==> config.mk <==
export PLATFORM = sky130hd
export DESIGN_NAME = backbone_j_collect_flat
export DESIGN_NICKNAME = d
export VERILOG_FILES = /design/src/rtl/backbone_j_collect_pkg.sv /design/src/rtl/backbone_j_collect_if.sv /design/src/rtl/backbone_j_collect.sv /design/src/flat_wrapper.sv
export SDC_FILE = /design/constraint.sdc
export NUM_CORES = 1
export LEC_CHECK = 0
export CORE_AREA = 3 3 397 399
export DETAILED_ROUTE_END_ITERATION = 10
export DIE_AREA = 0 0 400 402
export REMOVE_ABC_BUFFERS = 1
export SLEW_MARGIN = 15
export SYNTH_ARGS = -nofsm -noshare
export SYNTH_HDL_FRONTEND = slang
export SYNTH_SLANG_ARGS = --single-unit
==> constraint.sdc <==
create_clock -name clk -period 1.8 [get_ports clk]
set_clock_uncertainty 0.1 [all_clocks]
set_input_delay 0.45 -clock clk [delete_from_list [all_inputs] [get_ports clk]]
set_output_delay 0.45 -clock clk [all_outputs]
set_load 0.05 [all_outputs]
==> src/rtl/backbone_j_collect_pkg.sv <==
// Shared constants and types for the backbone J collector.
//   state_e     : collector FSM state (2-bit, same width as the generator's state)
//   ERR_*       : bit positions inside the sticky err vector
//   DW          : IEEE-754 double width
package backbone_j_collect_pkg;

  localparam int unsigned DW = 64;

  localparam logic [1:0] ST_IDLE = 2'b00;
  localparam logic [1:0] ST_FILL = 2'b01;
  localparam logic [1:0] ST_HOLD = 2'b10;

  localparam int unsigned ERR_STRAY   = 0;
  localparam int unsigned ERR_TIMEOUT = 1;

  typedef enum logic [1:0] {
    IDLE = ST_IDLE,
    FILL = ST_FILL,
    HOLD = ST_HOLD
  } state_e;

endpackage

==> src/rtl/backbone_j_collect_if.sv <==
// Stream-in / vector-out bus of the backbone J collector.
//   backbone, backbone_tvalid      : frame seed (slot 0)
//   backbone_J, backbone_J_tvalid  : serial beats for slots 1..J-1, no backpressure
//   backbone_vec, _tvalid, vec_tready : parallel J-entry vector with valid/ready
// master = producer/consumer side, slave = collector.
interface backbone_j_collect_if #(
  parameter int unsigned J = 14
);
  import backbone_j_collect_pkg::*;

  logic [DW-1:0]   backbone;
  logic            backbone_tvalid;
  logic [DW-1:0]   backbone_J;
  logic            backbone_J_tvalid;
  logic            vec_tready;
  logic [J*DW-1:0] backbone_vec;
  logic            backbone_vec_tvalid;

  modport master (
    output backbone, backbone_tvalid, backbone_J, backbone_J_tvalid, vec_tready,
    input  backbone_vec, backbone_vec_tvalid
  );

  modport slave (
    input  backbone, backbone_tvalid, backbone_J, backbone_J_tvalid, vec_tready,
    output backbone_vec, backbone_vec_tvalid
  );

endinterface

==> src/rtl/backbone_j_collect.sv <==
// Deserialises the seed plus J-1 streamed backbone_J doubles into one J-entry
// vector and presents it with valid/ready. Pure data movement.
// Ports:
//   clk, rst_n : clock (rising edge), asynchronous active-low reset
//   bus        : backbone_j_collect_if.slave (seed/beat inputs, vector output)
//   err_clr    : clears sticky error bits (a same-cycle set wins)
//   busy       : high while filling or holding a vector
//   err        : sticky [0] stray/overrun beat or seed, [1] fill timeout
// Optional macro BACKBONE_COLLECT_TIMEOUT_EN: aborts a frame after TIMEOUT
// consecutive beat-less FILL cycles; when undefined FILL waits forever.
module backbone_j_collect
  import backbone_j_collect_pkg::*;
#(
  parameter int unsigned J       = 14,
  parameter int unsigned TIMEOUT = 64
) (
  input  logic                 clk,
  input  logic                 rst_n,
  backbone_j_collect_if.slave  bus,
  input  logic                 err_clr,
  output logic                 busy,
  output logic [1:0]           err
);

  localparam int unsigned J_WIDTH = $clog2(J) + 1;

  state_e               state_q, state_d;
  logic [J_WIDTH-1:0]   cnt_q, cnt_d;
  logic [J*DW-1:0]      vec_q;
  logic                 tvalid_q;
  logic                 wr_en;
  logic [J_WIDTH-1:0]   wr_idx;
  logic [DW-1:0]        wr_data;
  logic [1:0]           err_set;
  logic [1:0]           err_d;

`ifdef BACKBONE_COLLECT_TIMEOUT_EN
  localparam int unsigned IDLE_W = $clog2(TIMEOUT + 1);
  logic [IDLE_W-1:0]    idle_q, idle_d;
`else
  logic                 unused_timeout;
  assign unused_timeout = ^32'(TIMEOUT);
`endif

  assign bus.backbone_vec        = vec_q;
  assign bus.backbone_vec_tvalid = tvalid_q;

  // State, counter and output registers
  always_ff @(posedge clk or negedge rst_n) begin
    if (!rst_n) begin
      state_q  <= IDLE;
      cnt_q    <= '0;
      tvalid_q <= 1'b0;
      busy     <= 1'b0;
      err      <= '0;
    end else begin
      state_q  <= state_d;
      cnt_q    <= cnt_d;
      tvalid_q <= (state_d == HOLD);
      busy     <= (state_d != IDLE);
      err      <= err_d;
    end
  end

`ifdef BACKBONE_COLLECT_TIMEOUT_EN
  // Beat-less FILL cycle counter
  always_ff @(posedge clk or negedge rst_n) begin
    if (!rst_n) idle_q <= '0;
    else        idle_q <= idle_d;
  end
`endif

  // Slot register file; only the addressed slot changes
  always_ff @(posedge clk or negedge rst_n) begin
    if (!rst_n) begin
      vec_q <= '0;
    end else begin
      for (int k = 0; k < int'(J); k++) begin
        if (wr_en && (wr_idx == J_WIDTH'(k))) vec_q[k*DW +: DW] <= wr_data;
      end
    end
  end

  // Next-state, slot write decode and error set
  always_comb begin
    state_d = state_q;
    cnt_d   = cnt_q;
    wr_en   = 1'b0;
    wr_idx  = '0;
    wr_data = bus.backbone;
    err_set = '0;
`ifdef BACKBONE_COLLECT_TIMEOUT_EN
    idle_d  = idle_q;
`endif

    unique case (state_q)
      IDLE: begin
        if (bus.backbone_tvalid) begin
          wr_en   = 1'b1;
          cnt_d   = J_WIDTH'(1);
          state_d = FILL;
`ifdef BACKBONE_COLLECT_TIMEOUT_EN
          idle_d  = '0;
`endif
        end
        if (bus.backbone_J_tvalid) err_set[ERR_STRAY] = 1'b1;
      end

      FILL: begin
        if (bus.backbone_tvalid) err_set[ERR_STRAY] = 1'b1;
        if (bus.backbone_J_tvalid) begin
          wr_en   = 1'b1;
          wr_idx  = cnt_q;
          wr_data = bus.backbone_J;
`ifdef BACKBONE_COLLECT_TIMEOUT_EN
          idle_d  = '0;
`endif
          // Counter parks at 0 once the last slot is written
          if (cnt_q == J_WIDTH'(J - 1)) begin
            cnt_d   = '0;
            state_d = HOLD;
          end else begin
            cnt_d   = cnt_q + J_WIDTH'(1);
          end
        end else begin
`ifdef BACKBONE_COLLECT_TIMEOUT_EN
          // This beat-less cycle brings the count to TIMEOUT: abort
          if (idle_q == IDLE_W'(TIMEOUT - 1)) begin
            idle_d                = '0;
            cnt_d                 = '0;
            state_d               = IDLE;
            err_set[ERR_TIMEOUT]  = 1'b1;
          end else begin
            idle_d = idle_q + IDLE_W'(1);
          end
`endif
        end
      end

      HOLD: begin
        if (bus.backbone_J_tvalid) err_set[ERR_STRAY] = 1'b1;
        if (bus.vec_tready) begin
          // Handshake with a fresh seed restarts filling without a bubble
          if (bus.backbone_tvalid) begin
            wr_en   = 1'b1;
            cnt_d   = J_WIDTH'(1);
            state_d = FILL;
`ifdef BACKBONE_COLLECT_TIMEOUT_EN
            idle_d  = '0;
`endif
          end else begin
            state_d = IDLE;
          end
        end else if (bus.backbone_tvalid) begin
          err_set[ERR_STRAY] = 1'b1;
        end
      end

      default: begin
        state_d = IDLE;
        cnt_d   = '0;
      end
    endcase

    // Clear first so a same-cycle set survives
    err_d = (err_clr ? 2'b00 : err) | err_set;
  end

endmodule

==> src/flat_wrapper.sv <==
// flat-port wrapper written by rule: the top's interface ports become plain ports
module backbone_j_collect_flat import backbone_j_collect_pkg::*;
#(
  parameter int unsigned J       = 14,
  parameter int unsigned TIMEOUT = 64
)
  (clk, rst_n, err_clr, busy, err, bus_backbone, bus_backbone_tvalid, bus_backbone_J, bus_backbone_J_tvalid, bus_vec_tready, bus_backbone_vec, bus_backbone_vec_tvalid);
  backbone_j_collect_if #(.J(J)) bus_i ();
  input  logic clk;
  input  logic rst_n;
  input  logic err_clr;
  output logic busy;
  output logic [1:0] err;
  input wire logic [$bits(bus_i.backbone)-1:0] bus_backbone;
  input wire logic [$bits(bus_i.backbone_tvalid)-1:0] bus_backbone_tvalid;
  input wire logic [$bits(bus_i.backbone_J)-1:0] bus_backbone_J;
  input wire logic [$bits(bus_i.backbone_J_tvalid)-1:0] bus_backbone_J_tvalid;
  input wire logic [$bits(bus_i.vec_tready)-1:0] bus_vec_tready;
  output wire logic [$bits(bus_i.backbone_vec)-1:0] bus_backbone_vec;
  output wire logic [$bits(bus_i.backbone_vec_tvalid)-1:0] bus_backbone_vec_tvalid;
  assign bus_i.backbone = bus_backbone;
  assign bus_i.backbone_tvalid = bus_backbone_tvalid;
  assign bus_i.backbone_J = bus_backbone_J;
  assign bus_i.backbone_J_tvalid = bus_backbone_J_tvalid;
  assign bus_i.vec_tready = bus_vec_tready;
  assign bus_backbone_vec = bus_i.backbone_vec;
  assign bus_backbone_vec_tvalid = bus_i.backbone_vec_tvalid;
  backbone_j_collect #(.J(J), .TIMEOUT(TIMEOUT)) u_core (.clk(clk), .rst_n(rst_n), .bus(bus_i), .err_clr(err_clr), .busy(busy), .err(err));
endmodule
==> results.txt, run 1 <==
----------------------------------------------------
[Run status]
  Result of the run ... finished with violations
  Failing checks ... setup timing

[STA]
  RSZ-0062 raised after global routing ... yes
  Slew margin rel. ... between 50% and 60%
  Setup-violating endpoint count in the final report ... between 1.5k and 2k
  Final hold violations ... 0
  Final setup TNS ... -229220 ps
  Max Clk Rate ... about 450 MHz
  Worst Slack Setup Final ... -438 ps
  Max Transition Viols Final ... 0
  Crit path time final ... ~2200 ps
  Final worst path period share ... 124%
  Transition at the pin with the smallest max-transition slack ... roughly 610 ps

[Floorplan]
  Initial core utilization ... between 20 and 25%
  Die Y ... 402 um
  Overall die area ... approximately 160000 um^2
  Core area ... about 150000 um^2
  Width of the die ... approximately 400 um
  Number of ports placed on the die boundary ... between 1k and 1.5k
  Site row count ... between 100 and 150

[Critical path]
  Slowest CP cell ... sky130_fd_sc_hd__or3b_4
  Critical path capture point ... u_core.bus.backbone_vec[558]$_DFFE_PN0P_
  Critical path type ... reg -> reg
  Crit path max-delay family ... simple AND/OR/NAND/NOR gates
  Category of the worst setup path capture point ... flip-flop
  Setup crit start ... u_core.state_q[1]$_DFF_PN0_
  Ordered list of cells on the worst path ... or3b_4, or3b_4, buf_12, nand2_1, o21ai_1
  Critical-path maximum fanout ... 60
  FF-to-FF setup slack ... -440 ps
  Startpoint of the worst-slack reg-to-reg timing path ... u_core.state_q[1]$_DFF_PN0_
  Reg2Reg Depth ... 5
  Largest incremental delay on the critical path ... roughly 490 ps
  Kind of launch point of the worst setup path ... flip-flop
  Most Frequent Cell on Critical Path ... sky130_fd_sc_hd__or3b_4
  Total buffers and inverters traversed by the critical path ... 1
  Reg-to-reg critical path endpoint ... u_core.bus.backbone_vec[558]$_DFFE_PN0P_
  Worst endpoint required time ... 2270 ps
  Worst EP arrival ... 2710 ps
  Number of stages on the worst setup path ... 5

[Yosys]
  Sequential share of the synthesized area ... between 60% and 70%
  Avg Synthesized Cell Area ... 11.1 um^2
  Cell types with the largest area share after synthesis ... sky130_fd_sc_hd__dfrtp_1 (67%), sky130_fd_sc_hd__a21oi_1 (8.6%), sky130_fd_sc_hd__nor2_1 (5.8%), sky130_fd_sc_hd__mux2_2 (4.3%), sky130_fd_sc_hd__buf_2 (2.2%)
  Share of the synthesized area in the top cell type ... between 60% and 70%
  Compound-Gate Fraction of Synth Area ... approximately an eighth
  Cell type with the largest total area after synthesis ... sky130_fd_sc_hd__dfrtp_1
  Count of unique library cells instantiated by Yosys ... 39
  Post-Synth XOR/XNOR Area ... 0%
  Synthesized-area fraction occupied by adder cells ... 0.0742%
  Post-synth EDFFs ... 0
  FFs w/ async S/R, synth ... 100%
  Leading cell types by count after synthesis ... sky130_fd_sc_hd__dfrtp_1 (906), sky130_fd_sc_hd__a21oi_1 (580), sky130_fd_sc_hd__nor2_1 (517), sky130_fd_sc_hd__nand2_1 (196), sky130_fd_sc_hd__buf_2 (148)
  Netlist Area Pre-Place ... roughly 34000 um^2
  Number of flip-flops and latches in the synthesized netlist ... just over 900
  Most numerous cell in the Yosys netlist ... sky130_fd_sc_hd__dfrtp_1
  Dominant register cell in the synthesized netlist ... sky130_fd_sc_hd__dfrtp_1
  Share of synthesized cell area in and, or, nand and nor gates ... approximately 8.8%
  Proportion of synthesized area in mux cells ... about 6%
  Dominant combinational cell family by area after synthesis ... compound AO/OA/AOI/OAI gates
  Count of yosys warnings during synthesis ... 0
  Cells after synthesis ... 3037

[Power]
  Maximum ir drop on the vdd rail ... around 0.0015 V
  Internal Pwr Total ... around 80000 uW
  Switch Pwr ... between 70000 and 80000 uW
  Power Total ... ~150000 uW
  Sequential share of power ... about a quarter
  Combinational Power Share ... between 60 and 70%
  Static power due to leakage ... between 0.02 and 0.03 uW
  Switching power share of the total ... 47.2%
  PD cells ... around 2500 nW/um^2
  Clock power share ... a little over an eighth

[Route]
  Number of iterations in the first detailed-routing pass ... 5
  Number of vias after detailed routing ... 30.0k
  Initial drt markers ... slightly above 2k
  Via density per instance ... roughly 4.6
  Remaining antenna violation count ... 0
  DRC violations left ... 0
  Detailed-route wire length ... between 150 and 200 mm
  Detail-routed net length per standard cell ... 27.3 um

[Flow run]
  MaxCap Viol Count ... 0

[Global route]
  GR Util All Layers ... just over 20%
  Wire length of the first global-routing pass ... around 230 mm
  Vias in the first global route ... roughly 30k
  Maximum number of pins on one net before global-route repair ... just over 80
  Total gr overflow ... 0
  Number of antenna violations at the first check in global routing ... 12

[Layout]
  Nets@finish ... 4519
  Ratio of cells with drive above 1 in the final layout ... about 44%
  Synth-to-Final Area Change ... 85.7%
  Final Non-Filler Cells ... around 6.5k

[Clocking]
  Number of buffers created by CTS ... approximately 100
  Clock Tree Root ... sky130_fd_sc_hd__clkbuf_16
  Clock insertion delay at the later pin of the skew report ... about 680 ps
  # clock sinks ... slightly above 900
  Reg clk slew, reported paths ... 60 ps
  Level count of the clock H-tree ... 3
  Clock tree from TritonCTS ... built
  Buffer depth of the longest clock path ... 3

[Placement]
  Cell Count Post-Placement ... 6187
  Final weighted congestion of routability-driven global placement ... roughly 0.88
  Total half-perimeter wirelength after legalization and detailed placement ... ~110 mm
  Port buffer count ... between 1k and 1.5k

[Hold path]
  Worst hold path class ... in -> async

----------------------------------------------------
==> registers in the layout (all words and copies together) (netlist names) <==
name and count:
u_core.state_q 2, u_core.err 1, u_core.cnt_q 5, u_core.bus.backbone_vec_tvalid 1
u_core.busy 1, u_core.bus.backbone_vec 896
==> kinds of logic after synthesis <==
family / count (synthesis)
fa+ha+maj: 2
other cells: 1
mux: 192
simple gates: 750
flops: 906
compound gates: 854
buf+inv: 332
==> power by group through the flow <==
stage               clock network [uW]  logic [uW]  registers, uW
detailed placement                   0       89200          39800
global placement                     0       88500          39400
finish                           21200       93500          40300
CTS                              21700       92300          39700
global route                     22500       96500          41300
floorplan                            0       11500          68700
==> metal layers <==
metal	vias to the layer above	track usage (%)	wire length, um
met2	1369	33.4	84600
met5	-	0	53
li1	12900	-	-
met1	15300	24.7	69100
met3	345	5.62	15100
met4	6	9.28	8930
==> worst min path at each step <==
stage                      from                                        to  slack (ps)
after global placement    rst_n   u_core.bus.backbone_vec[52]$_DFFE_PN0P_         200
after CTS                 rst_n   u_core.bus.backbone_vec[37]$_DFFE_PN0P_          90
final                     rst_n   u_core.bus.backbone_vec[37]$_DFFE_PN0P_         150
after floorplan           rst_n    u_core.bus.backbone_vec[0]$_DFFE_PN0P_          50
after global routing      rst_n  u_core.bus.backbone_vec[165]$_DFFE_PN0P_         110
after detailed placement  rst_n  u_core.bus.backbone_vec[180]$_DFFE_PN0P_         200
==> what timing repair did <==
action,4_1_cts,5_1_grt
hold buffers,1,0
gates cloned,47,32
buffers inserted,65,10
resized for setup,329,275
hold endpoints to repair,557,0
endpoints found under the setup margin,1791,1798
pin swaps,31,40
==> stage by stage <==
| stage | cell area (um^2) | utilization, % | worst slack [ps] | hold WS [ps] |
|---|---|---|---|---|
| final | 62600 | 40.6 | -438 | 146 |
| after global routing | 62600 | 40.6 | -420 | 112 |
| after CTS | 61100 | 39.6 | -339 | 87.1 |
| after detailed placement | 54600 | 35.4 | -1050 | 195 |
| after global placement | 54600 | 35.4 | -1040 | 199 |
| after floorplan | 32400 | - | -9600 | 54.4 |
==> cell type report <==
class	count	area, um^2
well taps	2044	2560
fillers	14300	91600
diodes	7	17.5
clock inverters	35	423
repair buffers	1507	22600
clock buffers	147	2970
multi-input cells	1799	11100
inverters	68	255
flip-flops and latches	906	22700
==> layout by cell type (no fill, tap or decap), drive strengths merged, types with 3 or more instances in the layout <==
master and instances:
mux2i 64, clkdlybuf4s50 132, or3b 3, bufinv 4, nor3 3, a21oi 580
clkinvlp 7, dfrtp 906, nand2b 7, clkinv 20, buf 1345, nor2 517
inv 72, nand2 196, diode 7, o21ai 198, bufbuf 3, clkbuf 173
nor4 6, nand3b 4, mux2 128, nor2b 4, o22ai 66, a31oi 3
Power figures use the tool's default switching activity.
==> run 2: changes to the inputs <==
--- a/config.mk
+++ b/config.mk
@@ -5,6 +5,7 @@
 export SDC_FILE = /design/constraint.sdc
 export NUM_CORES = 1
 export LEC_CHECK = 0
+export CAP_MARGIN = 20
 export CORE_AREA = 3 3 397 399
 export DETAILED_ROUTE_END_ITERATION = 10
 export DIE_AREA = 0 0 400 402
==> results of run 2 <==
Same layout as run 1: the final DEF is identical, and so are final timing and power.
==> run 3: changes to the inputs <==
--- a/config.mk
+++ b/config.mk
@@ -7,6 +7,7 @@
 export LEC_CHECK = 0
 export CAP_MARGIN = 20
 export CORE_AREA = 3 3 397 399
+export CTS_CLUSTER_DIAMETER = 40
 export DETAILED_ROUTE_END_ITERATION = 10
 export DIE_AREA = 0 0 400 402
 export REMOVE_ABC_BUFFERS = 1
==> results.txt, run 3 (same netlist as run 1, synthesis figures left out) <==
----------------------------------------------------
[Layout]
  Post-route cell area ... 64000 um^2 (was 62600 um^2)
  Commonest cells after routing, fill and taps aside ... sky130_fd_sc_hd__dfrtp_1 (904), sky130_fd_sc_hd__buf_12 (738), sky130_fd_sc_hd__buf_4 (492) (was sky130_fd_sc_hd__dfrtp_1 (906), sky130_fd_sc_hd__buf_12 (745), sky130_fd_sc_hd__buf_4 (491))
  Final Util ... 41.5% (was 40.6%)
  Max reg flops ... 896 (unchanged)
  Synth-to-Final Area Change ... 89.9% (was 85.7%)
  Most frequent standard cell in the layout excluding fill and tap cells ... sky130_fd_sc_hd__dfrtp_1 (unchanged)
  Nets@finish ... 4553 (was 4519)
  Ratio of cells with drive above 1 in the final layout ... 43.9% (was 44.1%)

[Power]
  Sequential share of power ... 24.7% (was 26.0%)
  Clock power share ... 18.3% (was 13.7%)
  Switching power share of the total ... 45.9% (was 47.2%)
  PD cells ... 2540 nW/um^2 (was 2470 nW/um^2)
  Switch Pwr ... 74800 uW (was 73100 uW)
  Internal Pwr Total ... 88100 uW (was 81800 uW)
  Static power due to leakage ... 0.0290 uW (was 0.0283 uW)
  Maximum ir drop on the vdd rail ... 0.00165 V (was 0.00150 V)
  Combinational Power Share ... 57.1% (was 60.3%)

[Critical path]
  FF-to-FF setup slack ... -450 ps (was -440 ps)
  Worst endpoint required time ... 2320 ps (was 2270 ps)
  Reg-to-reg critical path endpoint ... u_core.bus.backbone_vec[562]$_DFFE_PN0P_ (was u_core.bus.backbone_vec[558]$_DFFE_PN0P_)
  Category of the worst setup path capture point ... flip-flop (unchanged)
  Critical path type ... reg -> reg (unchanged)
  Worst EP arrival ... 2760 ps (was 2710 ps)
  Critical-path maximum fanout ... 60 (unchanged)
  Critical path capture point ... u_core.bus.backbone_vec[562]$_DFFE_PN0P_ (was u_core.bus.backbone_vec[558]$_DFFE_PN0P_)
  Startpoint of the worst-slack reg-to-reg timing path ... u_core.state_q[1]$_DFF_PN0_ (unchanged)
  Setup crit start ... u_core.state_q[1]$_DFF_PN0_ (unchanged)
  Reg2Reg Depth ... 5 (unchanged)
  Kind of launch point of the worst setup path ... flip-flop (unchanged)

[STA]
  Transition at the pin with the smallest max-transition slack ... 613 ps (was 610 ps)
  Final setup TNS ... -254290 ps (was -229220 ps)
  Worst Slack Setup Final ... -446 ps (was -438 ps)
  Max Transition Viols Final ... 0 (unchanged)
  Slew margin rel. ... 59.1% (was 59.3%)
  Final hold violations ... 0 (unchanged)
  Setup-violating endpoint count in the final report ... 1796 (was 1776)
  RSZ-0062 raised after global routing ... yes (unchanged)
  Smallest hold slack ... 130 ps (was 146 ps)
  Final worst path period share ... 125% (was 124%)
  Max Clk Rate ... 445 MHz (was 447 MHz)
  Crit path time final ... 2250 ps (was 2240 ps)

[Hold path]
  Worst hold path class ... in -> async (unchanged)

[Run status]
  Result of the run ... finished with violations (unchanged)
  Failing checks ... antenna rules, setup timing (was setup timing)

[Global route]
  GR Util All Layers ... 19.7% (was 20.3%)
  Wire length of the first global-routing pass ... 228 mm (was 234 mm)
  Total gr overflow ... 0 (unchanged)
  Vias in the first global route ... 30.1k (was 29.9k)
  Number of antenna violations at the first check in global routing ... 14 (was 12)
  Maximum number of pins on one net before global-route repair ... 82 (unchanged)

[Placement]
  Port buffer count ... 1032 (unchanged)
  Placement-stage worst setup slack ... -1050 ps (unchanged)
  Total half-perimeter wirelength after legalization and detailed placement ... 114 mm (unchanged)
  Area of placed instances ... 54600 um^2 (unchanged)
  Final weighted congestion of routability-driven global placement ... 0.878 (unchanged)

[Floorplan]
  Width of the die ... 400 um (unchanged)
  Core area ... 154000 um^2 (unchanged)
  Die Y ... 402 um (unchanged)
  Overall die area ... 161000 um^2 (unchanged)
  Site row count ... 144 (unchanged)
  Number of ports placed on the die boundary ... 1034 (unchanged)
  Initial core utilization ... 21.9% (unchanged)

[Clocking]
  Clock Tree Root ... sky130_fd_sc_hd__clkbuf_16 (unchanged)
  Level count of the clock H-tree ... 4 (was 3)
  Clock tree from TritonCTS ... built (unchanged)
  # clock sinks ... 906 (unchanged)
  Number of buffers created by CTS ... 147 (was 101)
  Reg clk slew, reported paths ... 60 ps (about the same)
  Buffer depth of the longest clock path ... 3 (unchanged)
  Clock insertion delay at the later pin of the skew report ... 720 ps (was 680 ps)

[Route]
  Wire length the detailed router placed on met1 ... 67.1 mm (was 69.1 mm)
  Highest routing layer actually used ... met5 (unchanged)
  DRC violations left ... 0 (unchanged)
  Remaining antenna violation count ... 1 (was 0)
  Via density per instance ... 4.57 (was 4.60)
  Met3 layer wire length in the routed design ... 14.7 mm (was 15.1 mm)
  Number of vias after detailed routing ... 30.1k (was 30.0k)
  Detail-routed net length per standard cell ... 26.3 um (was 27.3 um)
  Detailed-route wire length ... 173 mm (was 178 mm)
  Initial drt markers ... 2149 (was 2047)
  Wire length on met2 ... 83.2 mm (was 84.6 mm)
  Number of iterations in the first detailed-routing pass ... 5 (unchanged)

[Flow run]
  MaxCap Viol Count ... 0 (unchanged)

----------------------------------------------------
[run 3: worst max-delay path: stages, from the launching register on]
cell and delay, ps:
sky130_fd_sc_hd__dfrtp_2 440, sky130_fd_sc_hd__or3b_4 460, sky130_fd_sc_hd__or3b_4 460, sky130_fd_sc_hd__buf_12 200
sky130_fd_sc_hd__nand2_1 200, sky130_fd_sc_hd__o21ai_1 100
[run 3: through the flow]
| step | total power [uW] | cells |
|---|---|---|
| global route | 168000 | 6592 |
| global placement | 128000 | 6187 |
| finish | 163000 | 6598 |
| CTS | 162000 | 6537 |
| floorplan | 80200 | 2773 |
| detailed placement | 129000 | 6187 |
[run 3: power groups by stage]
stage,sequential [uW],clock [uW],combinational (uW)
final,40200,29700,93000
after detailed placement,39800,0,89200
after global routing,41200,31200,96000
after floorplan,68700,0,11500
after global placement,39400,0,88500
after CTS,39700,30200,91700
[run 3: worst min path at each step]
stage	slack, ps	endpoint	start	cells after the start
floorplan	50	u_core.bus.backbone_vec[0]$_DFFE_PN0P_	rst_n	0
global placement	200	u_core.bus.backbone_vec[52]$_DFFE_PN0P_	rst_n	1
detailed placement	200	u_core.bus.backbone_vec[180]$_DFFE_PN0P_	rst_n	1
CTS	60	u_core.bus.backbone_vec[165]$_DFFE_PN0P_	rst_n	2
global route	70	u_core.bus.backbone_vec[165]$_DFFE_PN0P_	rst_n	2
finish	130	u_core.bus.backbone_vec[165]$_DFFE_PN0P_	rst_n	2
[run 3: layout make-up]
class | instances | area [um^2]
Antenna cell | 13 | 32.5
Clock buffer | 185 | 4090
Clock inverter | 88 | 1180
Fill cell | 14100 | 90200
Inverter | 68 | 255
Multi-Input combinational cell | 1799 | 10800
Sequential cell | 906 | 22700
Tap cell | 2044 | 2560
Timing Repair Buffer | 1495 | 22400
[run 3: timing repair]
action	CTS	global route
cloned	36	34
pin swaps	17	26
buffers inserted	42	18
resized for setup	193	309
hold endpoints to repair	749	0
setup endpoints to repair	1791	1798
hold buffers	1	0
[run 3: metal layers]
metal | vias to the layer above | GRT usage [%]
li1 | 13100 | -
met1 | 15300 | 23.2
met2 | 1401 | 32.6
met3 | 366 | 6.01
met4 | 6 | 8.97
met5 | - | 0
